$ cat config.mk
export PLATFORM = sky130hd
export DESIGN_NAME = nibble_stream_pack_flat
export DESIGN_NICKNAME = d
export VERILOG_FILES = /design/src/rtl/nibble_stream_pack_if.sv /design/src/rtl/nibble_stream_pack.sv /design/src/flat_wrapper.sv
export SDC_FILE = /design/constraint.sdc
export NUM_CORES = 1
export LEC_CHECK = 0
export CAP_MARGIN = 0
export CELL_PAD_IN_SITES_DETAIL_PLACEMENT = 1
export CELL_PAD_IN_SITES_GLOBAL_PLACEMENT = 2
export CORE_MARGIN = 3
export CORE_UTILIZATION = 32
export DETAILED_ROUTE_END_ITERATION = 6
export PLACE_DENSITY_LB_ADDON = 0.1
export REMOVE_ABC_BUFFERS = 1
export SLEW_MARGIN = 20
export SYNTH_ARGS = -nofsm -noshare
export SYNTH_HDL_FRONTEND = slang
export SYNTH_SLANG_ARGS = --single-unit
$ cat constraint.sdc
create_clock -name clk -period 2.1 [get_ports clk]
set_input_delay 0.63 -clock clk [delete_from_list [all_inputs] [get_ports clk]]
set_output_delay 0.63 -clock clk [all_outputs]
set_load 0.1 [all_outputs]
$ cat src/rtl/nibble_stream_pack_if.sv
// nibble_stream_pack_if
//   Handshake bundle for nibble_stream_pack: the element input stream
//   (in_valid/in_data/in_ready) and the packed-word output stream
//   (out_valid/out_data/out_ready).
//   Optional STREAM_PACK_EARLY_LAST_EN adds in_last and out_len.
//   Modports:
//     slave  - the packer itself (consumes elements, produces words)
//     master - the environment (produces elements, consumes words)
interface nibble_stream_pack_if #(
  parameter int unsigned ELEM_W = 4,
  parameter int unsigned NELEM  = 5
);
  logic                     in_valid;
  logic [ELEM_W-1:0]        in_data;
  logic                     in_ready;
  logic                     out_valid;
  logic [ELEM_W*NELEM-1:0]  out_data;
  logic                     out_ready;
`ifdef STREAM_PACK_EARLY_LAST_EN
  logic                         in_last;
  logic [$clog2(NELEM+1)-1:0]   out_len;
`endif

  modport slave (
    input  in_valid,
    input  in_data,
    output in_ready,
    output out_valid,
    output out_data,
    input  out_ready
`ifdef STREAM_PACK_EARLY_LAST_EN
    ,
    input  in_last,
    output out_len
`endif
  );

  modport master (
    output in_valid,
    output in_data,
    input  in_ready,
    input  out_valid,
    input  out_data,
    output out_ready
`ifdef STREAM_PACK_EARLY_LAST_EN
    ,
    output in_last,
    input  out_len
`endif
  );
endinterface

$ cat src/rtl/nibble_stream_pack.sv
// nibble_stream_pack
//   Packs a stream of ELEM_W-bit elements into words of NELEM elements.
//   Element 0 of a word lands in the most-significant slice.
//   Optional feature macro: STREAM_PACK_EARLY_LAST_EN (in_last closes a
//   word early, unfilled slots are zero, out_len reports element count).
//   Ports:
//     clk - rising-edge clock
//     rst - synchronous, active-high reset (priority over handshakes)
//     s   - nibble_stream_pack_if.slave: element input / word output
module nibble_stream_pack #(
  parameter int unsigned ELEM_W = 4,
  parameter int unsigned NELEM  = 5
) (
  input  logic                  clk,
  input  logic                  rst,
  nibble_stream_pack_if.slave   s
);
  localparam int unsigned CNT_W  = $clog2(NELEM);
  localparam int unsigned WORD_W = ELEM_W * NELEM;
  localparam int unsigned ACC_W  = ELEM_W * (NELEM - 1);

  logic [ACC_W-1:0]  acc;
  logic [CNT_W-1:0]  cnt;
  logic [WORD_W-1:0] out_data_r;
  logic              out_valid_r;
  logic [WORD_W-1:0] word;
  logic              at_last_slot;
  logic              final_beat;
  logic              in_ready_c;
  logic              accept;

`ifdef STREAM_PACK_EARLY_LAST_EN
  localparam int unsigned LEN_W = $clog2(NELEM + 1);
  logic [LEN_W-1:0] out_len_r;
`endif

  assign at_last_slot = (cnt == CNT_W'(NELEM - 1));

`ifdef STREAM_PACK_EARLY_LAST_EN
  // An early-last beat closes the word, so it stalls exactly like a full one.
  assign final_beat = at_last_slot || s.in_last;
`else
  assign final_beat = at_last_slot;
`endif

  // Only a word-closing element can be stalled; partial elements always go in.
  assign in_ready_c = !final_beat || !out_valid_r || s.out_ready;
  assign accept     = s.in_valid && in_ready_c;

  // Current partial word with the incoming element dropped into slot cnt.
  // Slots above cnt hold earlier elements, slots below are still zero, so
  // this serves both as the next accumulator and as the closed word.
  always_comb begin
    word = {acc, {ELEM_W{1'b0}}};
    for (int unsigned i = 0; i < NELEM; i++) begin
      if (cnt == CNT_W'(i)) begin
        word[ELEM_W*(NELEM-i)-1 -: ELEM_W] = s.in_data;
      end
    end
  end

  always_ff @(posedge clk) begin
    if (rst) begin
      acc         <= '0;
      cnt         <= '0;
      out_data_r  <= '0;
      out_valid_r <= 1'b0;
`ifdef STREAM_PACK_EARLY_LAST_EN
      out_len_r   <= '0;
`endif
    end else begin
      if (out_valid_r && s.out_ready) begin
        out_valid_r <= 1'b0;
      end
      if (accept) begin
        if (final_beat) begin
          // Overrides the retire above when a new word closes in the same cycle.
          out_data_r  <= word;
          out_valid_r <= 1'b1;
          acc         <= '0;
          cnt         <= '0;
`ifdef STREAM_PACK_EARLY_LAST_EN
          out_len_r   <= LEN_W'(cnt) + LEN_W'(1);
`endif
        end else begin
          acc <= word[WORD_W-1:ELEM_W];
          cnt <= cnt + CNT_W'(1);
        end
      end
    end
  end

  assign s.in_ready  = in_ready_c;
  assign s.out_valid = out_valid_r;
  assign s.out_data  = out_data_r;
`ifdef STREAM_PACK_EARLY_LAST_EN
  assign s.out_len   = out_len_r;
`endif

endmodule

$ cat src/flat_wrapper.sv
// flat-port wrapper written by rule: the top's interface ports become plain ports
module nibble_stream_pack_flat 
#(
  parameter int unsigned ELEM_W = 4,
  parameter int unsigned NELEM  = 5
)
  (clk, rst, s_in_valid, s_in_data, s_in_ready, s_out_valid, s_out_data, s_out_ready);
  nibble_stream_pack_if #(.ELEM_W(ELEM_W), .NELEM(NELEM)) s_i ();
  input  logic clk;
  input  logic rst;
  input wire logic [$bits(s_i.in_valid)-1:0] s_in_valid;
  input wire logic [$bits(s_i.in_data)-1:0] s_in_data;
  output wire logic [$bits(s_i.in_ready)-1:0] s_in_ready;
  output wire logic [$bits(s_i.out_valid)-1:0] s_out_valid;
  output wire logic [$bits(s_i.out_data)-1:0] s_out_data;
  input wire logic [$bits(s_i.out_ready)-1:0] s_out_ready;
  assign s_i.in_valid = s_in_valid;
  assign s_i.in_data = s_in_data;
  assign s_in_ready = s_i.in_ready;
  assign s_out_valid = s_i.out_valid;
  assign s_out_data = s_i.out_data;
  assign s_i.out_ready = s_out_ready;
  nibble_stream_pack #(.ELEM_W(ELEM_W), .NELEM(NELEM)) u_core (.clk(clk), .rst(rst), .s(s_i));
endmodule
; Yosys cells after proc, flatten, opt, wreduce, memory -nomap -nowiden
; Cells that the tools add are included.
[word_totals]
regBits = 40
latchBits = 0
ram_bits = 0
mem_bits_ro = 0
output_inout_bits = 22
wordCells = 26
mem_count = 0
[classes]
n_addsub = 1
mul = 0
div_mod_pow = 0
n_lt_le_gt_ge = 0
eq_ne = 4
shifts = 0
mux = 9
bitwise = 0
n_reduce_logical = 8
[op_table]
columns = op, n
row1 = $mux 16, 1
row2 = $mux 4, 4
row3 = $eq 3x2->1 const B, 2
row4 = $add 3x1->3 const B, 1
row5 = $eq 3x1->1 const B, 1
row6 = $eq 3x3->1 const B, 1
row7 = $logic_not 3->1, 1
row8 = $mux 1, 3
row9 = $mux 3, 1
row10 = $logic_and 1x1->1, 2
row11 = $logic_not 1->1, 2
row12 = $logic_or 1x1->1, 2
row13 = $reduce_and 2->1, 1

; Longest topological paths before layout
[depth]
ltp_word = 6
ltp_mapped = 7
mapped_depth_nobuf = 5

; Worst setup path after synthesis
; No wires, ideal clock.
[synth_path]
kind = reg2out
startpoint = reg u_core.out_valid_r (netlist: u_core.s.out_valid)
endpoint = out s_in_ready
t_arrival_ns = 1.694
t_required_ns = 1.470
slack_ns = -0.224
stages_incl_launch_ff = 4
cell_sequence = dfxtp_1 -> nand2b_4 -> buf_6 -> or2_2
[synth_between]
elab_chain_len = 3
[synth_lines]
columns = element, line
row1 = from (decl), nibble_stream_pack.sv:25  ; logic out_valid_r;
row2 = from (signal assigned), nibble_stream_pack.sv:67  ; out_valid_r <= 1'b0;
row3 = from (signal assigned), nibble_stream_pack.sv:73  ; out_valid_r <= 1'b0;
row4 = from (signal assigned), nibble_stream_pack.sv:79  ; out_valid_r <= 1'b1;
row5 = $logic_not 1->1, nibble_stream_pack.sv:47  ; assign in_ready_c = !final_beat || !out_valid_r || s.out_ready;
row6 = $logic_or 1x1->1 (2 in a row), nibble_stream_pack.sv:47
row7 = to (decl), flat_wrapper.sv:13  ; output wire logic [$bits(s_i.in_ready)-1:0] s_in_ready;
; Every way passes these cells.

; Worst setup path after layout
[layout_path]
startpoint = in s_out_ready
endpoint = out s_in_ready
[layout_between]
elab_chain_len = 1
[layout_lines]
columns = element, line
row1 = from (decl), flat_wrapper.sv:16  ; input wire logic [$bits(s_i.out_ready)-1:0] s_out_ready;
row2 = $logic_or 1x1->1, nibble_stream_pack.sv:47
; Every way passes these cells.

==> results list <==
- The final number of max-transition violations was 0.
- WL/cell: 15.97 um
- Leakage power summed over all cells: ~0.96 nW
* Post-layout util: 0.4828
* H-tree level count: 2
- The initial antenna violation count was 0.
- TritonCTS buffer count: 5
* Post-layout minimum cycle time: 2.067 ns
- The worst hold path belongs to the class flop to flop.
- Final Hold Viols: 0
- Core area: 0.005303 mm^2
* Syn Inst Count: 201
* Final hold slack: 0.4533 ns
- In the global route stage, met2 resource usage came out at 0.3176.
* Sequential cell area: 802.0 um^2
- Multi-input gate area: 920.9 um^2
* Global-route wire length before repair: 8.452 mm
- Period Utilization, post-route: 0.9842
- Setup violations remaining at the end of the flow were counted as 0.
- The first TritonRoute pass finished after 4 iterations.
* Area leader, netlist: dfxtp_1
- After the first detailed-routing iteration, the DRC count stood at 42.
* Aggregate global-route resource usage: 0.1684
* Flops & latches, synth: 40
- After detailed routing, the number of vias per cell comes to a little over 5.
* Max-capacitance violation count: 0
* Setup crit start kind: input pin
- At the pin with the least slew margin, the transition time is 0.3421 ns.
* Filler instances: 602
- Across the VDD grid, the largest voltage drop is 276.5 uV.
- After legalization and detailed placement, the total HPWL measured between 3 and 4 mm.
* Worst setup EP type: primary output
- For the worst setup path, the data required time is between 1 and 1.5 ns.
- Post-synth EDFFs: 0
- Buffers inserted to repair hold after CTS numbered 0.
- Worst Path Class, Setup: input pin to primary output
- RSZ-0062 raised after global routing: no
* Main synth FF type: dfxtp_1
- Met3 capacity usage during global routing: 0.02851
- # placed instances: 301
- Critical Path Fanout Max: 2
- Die extent in x: 81.63 um
- The flow ran to the end, and the final reports show no timing, DRC or antenna violations.
* Power density over the cells: 577.7 mW/mm^2
- Derived from the worst setup path, the maximum achievable clock frequency is 0.4838 GHz.
* Top-level I/O count: 30
* Area fraction of the dominant cell type after synthesis: 0.4375
- The global routing stage identified its most utilized layer as met2.
- The detailed router placed 1564 vias in this run.
- Filler-free cell count of the finished design: just over 300
- For this design, the sink count on the clock tree is 40.
* Number of buffers on the longest clock path: 2
- In this run the remaining antenna-violating nets after routing total 0.
- Top post-synthesis cells by area: dfxtp_1, nand2_1, mux2i_1
* Total gr overflow: 0
- Number of post-CTS setup repair buffers: 0
- Synthesized cell area: 0.001831 mm^2
- After detailed routing, the number of remaining DRC violations is 0.
- Via count of the first global-routing pass: 1686
- Cell at the root of the clock tree: clkbuf_8
- Of the cells placed in the final design, the portion with a size suffix greater than 1 is 0.2552.
- Clock latency on the worst-skew pair, taken at its later pin, is 0.29 ns.
* Routing usage on met1: 0.1885
- Synth-to-Final Area Change: 39.85%
- Sequential fraction of the synthesis area: 0.4375
- Buffers placed on the I/O ports in this run total 29.
* Total length of routed wires: 4.935 mm
- Antenna cells: 0
- Area of the die: 0.006663 mm^2
* TritonCTS clock tree: yes
- After synthesis, the share of flip-flops with an asynchronous set or reset is 0.
- Clock Skews: approximately 0.0045 ns
- Unique masters post-synth: 34
- Pin count of the biggest net entering global routing: 27
- For this configuration, the core starts out at a cell density of 0.3452.
- In this run the core area contains 26 standard-cell rows.
- Avg Cell Area, Syn: between 9 and 10 um^2
- Worst Path Arrival: 1.44 ns
* Syn. warnings: 0
- At the end of the flow, the number of nets in the layout was 251.
- The die is 81.63 um tall.
* Gpl congestion: 0.7995
* CTS clk-pin slew, worst paths: 0.07 ns
* Worst slew slack as a fraction of its limit: 0.7712
-- through the flow --
stage	TNS (ns)	instance area [um^2]	power (mW)	setup slack [ns]
floorplan	-0.2061	1732	0.8765	-0.2061
global placement	-0.2327	2462	0.9576	-0.2327
detailed placement	-0.3729	2462	0.9626	-0.2335
CTS	0	2556	1.506	0.02984
global route	0	2560	1.562	0.01561
finish	0	2560	1.479	0.03319
-- worst max-delay path: stages --
cell and delay (ns):
dlygate4sd2_1 0.26, nand2b_4 0.15, or2_4 0.24, buf_12 0.16
-- synthesized netlist by cell type, types with 4 or more instances --
| master | count |
|---|---|
| nor2b_1 | 5 |
| mux2i_1 | 16 |
| buf_2 | 6 |
| nand2_1 | 50 |
| o211ai_1 | 12 |
| ha_1 | 5 |
| a211oi_2 | 4 |
| nand4_1 | 9 |
| a21oi_1 | 5 |
| o21ai_0 | 5 |
| a41oi_1 | 4 |
| and2_1 | 4 |
| dfxtp_1 | 40 |
| nor2_1 | 4 |
-- state kept, by name (all words and copies together), names as in the netlist --
| signal | flops |
|---|---|
| u_core.s.out_valid | 1 |
| u_core.cnt | 3 |
| u_core.s.out_data | 20 |
| u_core.acc | 16 |
-- area by class of cell --
type	count	area share
clock buffers	6	0.03226
clock inverters	2	0.003910
inverters	4	0.005865
multi-input cells	142	0.3597
flip-flops and latches	40	0.3133
well taps	70	0.03421
repair buffers	45	0.2507
-- path summary, 6_finish.rpt --
kind | cells after the start | slack, ns | start | endpoint
max | 4 | 0.03 | s_out_ready | s_in_ready
min | 2 | 0.45 | u_core.acc[3] | u_core.acc[3]
max reg2reg | 7 | 0.47 | u_core.cnt[1] | u_core.acc[5]
min reg2reg | 2 | 0.45 | u_core.acc[3] | u_core.acc[3]
-- report_power, final --
group | leakage [nW] | internal (mW) | switching, mW
sequential | 0.324 | 0.775 | 0.0106
combinational | 0.588 | 0.0633 | 0.0944
clock | 0.0510 | 0.262 | 0.273
-- logic make-up after synthesis --
logic type,after synthesis,share of synthesized area
buf+inv,19,0.06220
flops,40,0.4375
fa+ha+maj,5,0.03418
simple gates,83,0.2256
mux,16,0.08749
compound gates,38,0.1531
-- cells in the final DEF, fill, tap and decap left out, types with 5 or more instances in the layout --
cell type,netlist,final
a21oi_1,5,5
buf_12,1,23
buf_4,1,15
clkbuf_8,0,6
clkdlybuf4s50_1,0,6
dfxtp_1,40,39
mux2i_1,16,16
nand2_1,50,50
nand4_1,9,9
nor2b_1,5,5
o211ai_1,12,12
o21ai_0,5,5
-- metal layers --
metal / vias up / part of all wire
met4: 0 / 0.016
met2: 24 / 0.53
met3: 8 / 0.033
met5: - / 0
met1: 757 / 0.42
li1: 775 / -
-- what timing repair did --
item                                    in CTS  in global routing
endpoints found under the setup margin       1                  1
gates resized for setup                      3                  3
endpoints found under the hold margin        0                  0
(Power assumes the default switching activity.)
